File: src/rtl/accum_pkg.sv
// accum_pkg: shared FSM encoding, frame constants and widths for accum_serial.
package accum_pkg;
    typedef enum logic [1:0] {IDLE, ACC, DONE} state_t;
    localparam int NUM_PRODUCTS = 8;
    localparam int NUM_WA       = 2;
    localparam int PROD_W       = 16;
    localparam int EST_W        = 15;
endpackage

File: src/rtl/accum_add16.sv
// accum_add16: 16-bit modulo adder (no saturation).
// Ports: i_a, i_b operands; o_sum = (i_a + i_b) mod 2^16.
module accum_add16
    import accum_pkg::*;
(
    input  logic [PROD_W-1:0] i_a,
    input  logic [PROD_W-1:0] i_b,
    output logic [PROD_W-1:0] o_sum
);
    assign o_sum = i_a + i_b;
endmodule

File: src/rtl/accum_serial.sv
// accum_serial: serial G.726 predictor accumulator, SEZ = (sum WB1..WB6)>>1, SE = (SEZI+WA1+WA2)>>1.
// Ports: clk, reset (async active-low); start/in_valid/WAnWBn frame input; busy/done/SEZ/SE results;
// scan_* and test_mode are DFT hooks with no function; proto_err exists only with ACCUM_ERR_EN defined.
module accum_serial
    import accum_pkg::*;
(
    input  logic              clk,
    input  logic              reset,
    input  logic              scan_in0,
    input  logic              scan_in1,
    input  logic              scan_in2,
    input  logic              scan_in3,
    input  logic              scan_in4,
    input  logic              scan_enable,
    input  logic              test_mode,
    output logic              scan_out0,
    output logic              scan_out1,
    output logic              scan_out2,
    output logic              scan_out3,
    output logic              scan_out4,
    input  logic              start,
    input  logic              in_valid,
    input  logic [PROD_W-1:0] WAnWBn,
    output logic              busy,
    output logic              done,
    output logic [EST_W-1:0]  SEZ,
    output logic [EST_W-1:0]  SE
`ifdef ACCUM_ERR_EN
    ,
    output logic              proto_err
`endif
);
    state_t            r_state, w_state_nxt;
    logic [2:0]        r_cnt, w_cnt_base;
    logic [PROD_W-1:0] r_acc_a, r_acc_b, w_a_base, w_b_base, w_a_nxt, w_b_nxt, w_sum, w_se_sum;
    logic [EST_W-1:0]  r_sez, r_se;
    logic              w_start, w_accept, w_is_wa, w_last, w_dft;
    // DFT inputs are folded into a constant-zero tie-off until scan insertion.
    assign w_dft = ^{scan_in0, scan_in1, scan_in2, scan_in3, scan_in4, scan_enable, test_mode};
    assign {scan_out0, scan_out1, scan_out2, scan_out3, scan_out4} = {5{w_dft & 1'b0}};
    // A start outside DONE clears the frame in the same cycle, so a product arriving
    // with it is accumulated from a zeroed base as index 0.
    assign w_start    = start & (r_state != DONE);
    assign w_accept   = in_valid & (w_start | (r_state == ACC));
    assign w_cnt_base = w_start ? '0 : r_cnt;
    assign w_a_base   = w_start ? '0 : r_acc_a;
    assign w_b_base   = w_start ? '0 : r_acc_b;
    assign w_is_wa    = w_cnt_base < 3'(NUM_WA);
    assign w_last     = w_accept & (w_cnt_base == 3'(NUM_PRODUCTS - 1));
    accum_add16 u_run (.i_a(w_is_wa ? w_a_base : w_b_base), .i_b(WAnWBn), .o_sum(w_sum));
    assign w_a_nxt = (w_accept & w_is_wa) ? w_sum : w_a_base;
    assign w_b_nxt = (w_accept & ~w_is_wa) ? w_sum : w_b_base;
    // Final sum uses next-state accumulators so results land on the edge entering DONE.
    accum_add16 u_fin (.i_a(w_a_nxt), .i_b(w_b_nxt), .o_sum(w_se_sum));
    always_comb begin
        w_state_nxt = r_state;
        case (r_state)
            IDLE:    w_state_nxt = start ? ACC : IDLE;
            ACC:     w_state_nxt = w_last ? DONE : ACC;
            DONE:    w_state_nxt = IDLE;
            default: w_state_nxt = IDLE;
        endcase
    end
    always_ff @(posedge clk or negedge reset) begin
        if (!reset) r_state <= IDLE;
        else        r_state <= w_state_nxt;
    end
    always_ff @(posedge clk or negedge reset) begin
        if (!reset) begin
            r_cnt   <= '0;
            r_acc_a <= '0;
            r_acc_b <= '0;
            r_sez   <= '0;
            r_se    <= '0;
        end else begin
            r_cnt   <= w_cnt_base + {2'b0, w_accept};
            r_acc_a <= w_a_nxt;
            r_acc_b <= w_b_nxt;
            if (w_last) begin
                r_sez <= w_b_nxt[PROD_W-1:1];
                r_se  <= w_se_sum[PROD_W-1:1];
            end
        end
    end
    assign busy = r_state != IDLE;
    assign done = r_state == DONE;
    assign SEZ  = r_sez;
    assign SE   = r_se;
`ifdef ACCUM_ERR_EN
    logic r_proto_err;
    always_ff @(posedge clk or negedge reset) begin
        if (!reset) r_proto_err <= 1'b0;
        else        r_proto_err <= r_proto_err | (start & (r_state == ACC))
                                 | (in_valid & (((r_state == IDLE) & ~start) | (r_state == DONE)));
    end
    assign proto_err = r_proto_err;
`endif
endmodule

File: config.mk
export PLATFORM = sky130hd
export DESIGN_NAME = accum_serial
export DESIGN_NICKNAME = d
export VERILOG_FILES = /design/src/rtl/accum_pkg.sv /design/src/rtl/accum_add16.sv /design/src/rtl/accum_serial.sv
export SDC_FILE = /design/constraint.sdc
export NUM_CORES = 1
export LEC_CHECK = 0
export ABC_AREA = 1
export CORE_ASPECT_RATIO = 0.6
export CORE_MARGIN = 1.5
export CORE_UTILIZATION = 51
export CTS_CLUSTER_DIAMETER = 200
export DETAILED_ROUTE_END_ITERATION = 16
export GPL_ROUTABILITY_DRIVEN = 0
export PLACE_DENSITY = 0.78
export SYNTH_ARGS = -nofsm -noshare
export SYNTH_HDL_FRONTEND = slang
export SYNTH_SLANG_ARGS = --single-unit
File: constraint.sdc
create_clock -name clk -period 3.92 [get_ports clk]
set_clock_uncertainty 0.1 [all_clocks]
set_input_delay 0.98 -clock clk [delete_from_list [all_inputs] [get_ports clk]]
set_output_delay 0.98 -clock clk [all_outputs]
set_load 0.01 [all_outputs]
After elaboration in Yosys (flattened, before gate mapping). Index checks and enable logic that the tools add are counted.

Word-level logic and storage cells: 32. Output and inout port bits: 37. Flip-flop bits (word level): 67. Input port bits: 27.

Multiplexer cells: 9. Order comparisons: 1. Reduce and logical (&&, ||, !) cells: 2. Add/subtract/negate cells: 3. Bitwise gates (word level): 7. Equal/unequal tests: 4.

Operators by type and width (number): 2-to-1 mux 16 bit (5); adder 16 bit (2); AND 1 bit (5); case mux 2 bit (2 select lines) (1); adder 3 x 1 -> 3 bit (1); equality test 3 bit, second input constant (1); less-than comparator 3 x 2 -> 1 bit, second input constant (1); 2-to-1 mux 3 bit (1); equality test 2 x 1 -> 1 bit, second input constant (1); equality test 2 bit, second input constant (1); zero test 2 bit (1); 2-to-1 mux 2 bit (1); inequality test 2 bit, second input constant (1); nonzero test 2 bit (1); 2-to-1 mux 1 bit (1); NOT 1 bit (1); bitwise OR 1 bit (1).

Depth between registers and ports, before layout.
Depth in word-level cells: 8. Depth in mapped cells: 30. Gate-level depth less buffers: 28.

Cells and area by module. Synthesis repeated with hierarchy kept, for this count alone.

Cell total of the unflattened synthesis: 754. Area total of the unflattened synthesis: 5190.0 sq um.

Modules (own cells, without submodules): accum_serial (instances 1, cells an instance 402, seq. area each 1676.6 sq um, area each 3328.2 sq um); accum_add16 (instances 2, cells an instance 176, seq. area each 0.0 sq um, area each 930.9 sq um).

Least setup slack after synthesis. Ideal clock, no wire load.

Path type: input to register. Start point: in start. End point: reg r_se[13], in the netlist SE[13]. Stages on the path: 24. Path buffers: 3. Data arrival time: 4.291 ns. Required time: 3.703 ns. Path slack: -0.589 ns. Library setup time: 0.117 ns. Path through: nand2_4 buf_2 buf_2 buf_1 nand3_1 o21ai_0 ha_1 fa_1 nand2_1 o21ai_0 fa_1 nand3_1 nand2_1 nand2_1 nand2_1 a21oi_1 o21a_1 nor2_1 nand2_1 nand2_2 nand4_1 nand3b_1 nand3_1 nand2_1.

Cells in the longest elaborated chain, start to end: 7. Elaborated cells between the ends (all ways): 17. Classes of those cells: add/sub: 2; order compare: 1; eq/ne: 1; mux: 6; bitwise: 7.

Ends and longest elaborated chain: start: declaration (RTL line accum_serial.sv:21) `input logic start,`; AND 1 bit (*) (RTL line accum_serial.sv:43) `assign w_start = start & (r_state != DONE);`; 2-to-1 mux 3 bit (RTL line accum_serial.sv:45) `assign w_cnt_base = w_start ? '0 : r_cnt;`; less-than comparator 3 x 2 -> 1 bit (RTL line accum_serial.sv:48) `assign w_is_wa = w_cnt_base < 3'(NUM_WA);`; 2-to-1 mux 16 bit or NOT 1 bit (tied branches) (RTL line accum_serial.sv:50, accum_serial.sv:52); adder 16 bit or AND 1 bit (tied branches) (RTL line accum_add16.sv:10, accum_serial.sv:52); 2-to-1 mux 16 bit (*) (RTL line accum_serial.sv:52) `assign w_b_nxt = (w_accept & ~w_is_wa) ? w_sum : w_b_base;`; net u_fin.i_b[1] (RTL line accum_add16.sv:7) `input logic [PROD_W-1:0] i_b,`; adder 16 bit (*) (RTL line accum_add16.sv:10) `assign o_sum = i_a + i_b;`; end signal: assignment (RTL line accum_serial.sv:81) `r_se <= w_se_sum[PROD_W-1:1];`; end: declaration (RTL line accum_serial.sv:36) `logic [EST_W-1:0] r_sez, r_se;`.

The timed path passes the listed nets; every way through them passes the cells marked *. A chain may end at the register's enable or synchronous reset.

Worst setup path after layout.
Start point: in start. End point: reg r_se[14], in the netlist SE[14].

Cells in the longest elaborated chain, start to end: 7. Elaborated cells between the ends (all ways): 17. Classes of those cells: add/sub: 2; order compare: 1; eq/ne: 1; mux: 6; bitwise: 7.

Ends and longest elaborated chain: AND 1 bit (*) (RTL line accum_serial.sv:43); 2-to-1 mux 3 bit (RTL line accum_serial.sv:45); less-than comparator 3 x 2 -> 1 bit (RTL line accum_serial.sv:48); 2-to-1 mux 16 bit (RTL line accum_serial.sv:50) `accum_add16 u_run (.i_a(w_is_wa ? w_a_base : w_b_base), .i_b(WAnWBn), .o_sum(w_sum));`; adder 16 bit (RTL line accum_add16.sv:10); 2-to-1 mux 16 bit (*) (RTL line accum_serial.sv:51) `assign w_a_nxt = (w_accept & w_is_wa) ? w_sum : w_a_base;`; net u_fin.i_a[6] (RTL line accum_add16.sv:6) `input logic [PROD_W-1:0] i_a,`; adder 16 bit (*) (RTL line accum_add16.sv:10).

Marks and branches as above.

==> flow_summary.ini <==
[worst_hold_path]
min_path_type = reg2reg
worstHoldPathCells = 2

[die]
die-area_sq_mm = 0.0102
die_h_um = 78.8
io-pin-count = 64
rows = 27
die_w_um = 129
start_util_pct = 52.9
coreArea_sq_mm = 0.00922

[setup_path]
crit_type = in2reg
startpoint_type = input pin
reg2regPathDepth = 24
required_ns = 4.05
arrival_ns = 4.28
cp_max_fo = 6
end_kind = flop

[yosys]
synth_top_family_by_area = simple AND/OR/NAND/NOR gates
synth-seq-cells = 67
synthXorXnorAreaFrac_pct = 3.05
synth_mux_area_share_pct = 0
netlist_instances = 700
synthSimpleGateAreaFrac_pct = 36.7
avgSynthCellArea_sq_um = 6.97
synth_warnings = 0
netlist_area_sq_mm = 0.00488
synth_compound_area_share_pct = 8.31
yosysSeqAreaShare_pct = 34.4
yosys.area_share.adder_pct = 9.28
synth.distinct_cells = 35

[power]
p_total_w = 0.00311
peakVddDrop_uv = 257
power.leakage_nw = 4.01
power_density_mw_per_mm2 = 410

[routing]
num_vias = 5982
viasPerCell = 5.78
wl_per_cell_um = 18.3
dr.pass1.iters = 6
postRouteAntennaNets = 0
dr.first_iter.drc_count = 585
wirelength_um = 18900
drcViolationCount = 0

[grt]
grt_pass1_wl_um = 26100
antenna_found_initial = 0
track_usage_pct = 33.2
grt_max_degree = 47
grt_overflow_total = 0
grt_pass1_vias = 5704

[place]
pre_cts_ws_ns = -1.01
io_buffers = 51
numPlacedInstances = 995
hpwlAfterDp_um = 11000

[cts]
clk_latency_ns = 0.35
clock_sink_count = 67
cts_buffer_depth = 2
cts_tree = done
postCtsHoldBufs = 0
cts-root-buf = clkbuf_16
h-tree-depth = 3
clkTransAtPathRegs_ns = 0.06
cts_buffers = 9

[final_layout]
synthToLayoutAreaGrowth_pct = 55.3
fillers = 548
mostFrequentLayoutCells = 257 x nand2_1, 154 x buf_4, 67 x dfrtp_1, 57 x inv_1, 53 x nand3_1
layout_commonest_cell = nand2_1
drive_gt1_share_pct = 34.1
final_cells = 1035
antennaDiodeCount = 0
nNetsFinal = 962

[sta]
setup-tns-final_ns = -1.19
period_share_pct = 106
tightest_slew_ns = 1.08
finalCriticalPeriod_ns = 4.15
max_freq_ghz = 0.241
hold_viol = 0
fin_ws_ns = -0.232
rsz0062_at_grt = true
setup_viol = 8
slew_headroom_pct = 28.2
drv_slew = 0

[job]
drv_cap = 0

[status]
violations = negative setup slack
status = complete, but fails checks
[registers in the layout (all words and copies together), names as in the netlist]
signal   flops
r_state      2
r_acc_b     16
SE          15
r_acc_a     16
r_cnt        3
SEZ         15
[synthesized netlist by cell type (all sizes together)]
master	number	area, sq um
a21o	1	7.51
a21oi	20	100
a31oi	3	18.8
and2	1	6.26
buf	16	113
clkbuf	9	33.8
conb	1	3.75
dfrtp	67	1680
fa	2	40.0
ha	33	413
inv	67	257
nand2	298	1170
nand3	70	370
nand3b	3	22.5
nand4	9	56.3
nor2	31	154
nor3	1	5.00
o21a	1	7.51
o21ai	49	264
o21bai	1	7.51
xnor2	9	78.8
xor2	8	70.1
[per-stage QoR]
step	util, %	cell area, sq um	hold slack (ns)
3_5_place_dp	70.6	6520	0.364
3_3_place_gp	70.6	6520	0.363
5_1_grt	82.2	7580	0.405
2_1_floorplan	-	4970	0.401
6_report	82.2	7580	0.377
4_1_cts	77.2	7120	0.379
[power breakdown]
part / internal, W / switching (W) / leakage (nW)
logic: 0.000632 / 0.000789 / 2.96
clock network: 0.000558 / 0.000331 / 0.149
registers: 0.000761 / 0.0000376 / 0.903
total: 0.00195 / 0.00116 / 4.01
[area by class of cell]
| type | count | area [sq um] | share of cell area (%) |
|---|---|---|---|
| flip-flops and latches | 67 | 1680 | 22.1 |
| clock buffers | 10 | 229 | 3.02 |
| well taps | 130 | 163 | 2.15 |
| repair buffers | 208 | 1720 | 22.7 |
| inverters | 67 | 256 | 3.39 |
| clock inverters | 6 | 88.8 | 1.17 |
| multi-input cells | 547 | 3440 | 45.4 |
[routing by layer]
layer  share of wire, %  vias up  global-route usage, %
met5                  0        -                      0
met4                6.7        0                   13.9
met3                8.0      155                   5.73
met2                 48      390                   59.7
met1                 37     2806                   39.2
li1                   -     2631                      -
[path summary, 6_finish.rpt]
| path | start | endpoint | slack [ns] |
|---|---|---|---|
| setup / recovery | start | SE[14]$_DFFE_PN0P_ | -0.23 |
| hold / removal | SE[12]$_DFFE_PN0P_ | SE[12]$_DFFE_PN0P_ | 0.38 |
| setup reg to reg | r_state[0]$_DFF_PN0_ | SE[14]$_DFFE_PN0P_ | -0.12 |
| hold reg to reg | SE[12]$_DFFE_PN0P_ | SE[12]$_DFFE_PN0P_ | 0.38 |
| max in group asynchronous | reset | r_acc_b[0]$_DFF_PN0_ | 2.21 |
| min in group asynchronous | reset | r_acc_a[12]$_DFF_PN0_ | 0.72 |
[timing repair]
action / CTS / global route
resized for setup: 61 / 81
setup endpoints to repair: 16 / 10
setup buffers: 13 / 10
pin swaps: 36 / 41
cloned: 2 / 0
[worst max-delay path, cell delays in order]
cell     delay [ns]
buf_12         0.11
nand2_8        0.09
o21ai_4        0.11
nand3_2        0.11
o21ai_2        0.05
ha_2           0.20
fa_2           0.43
nand3_2        0.11
nand3_4        0.11
buf_4          0.17
a21oi_4        0.14
xnor2_2        0.11
nand2_1        0.12
nand2_2        0.11
ha_4           0.31
nand2_1        0.12
nor2_1         0.17
a21o_1         0.26
nand3_2        0.15
nand3_2        0.11
nand2_2        0.06
nand3_2        0.06
nand2_1        0.07
[kinds of logic (layout without fill, tap and decap cells)]
family | count (synthesis) | in the layout
buffers and inverters | 92 | 291
and+or+nand+nor | 413 | 414
xor gates and xnor gates | 17 | 17
AOI/OAI and AO/OA | 75 | 76
DFF | 67 | 67
adders and majority gates | 35 | 35
other | 1 | 5
Note: power is estimated with default switching activity, not from simulation.
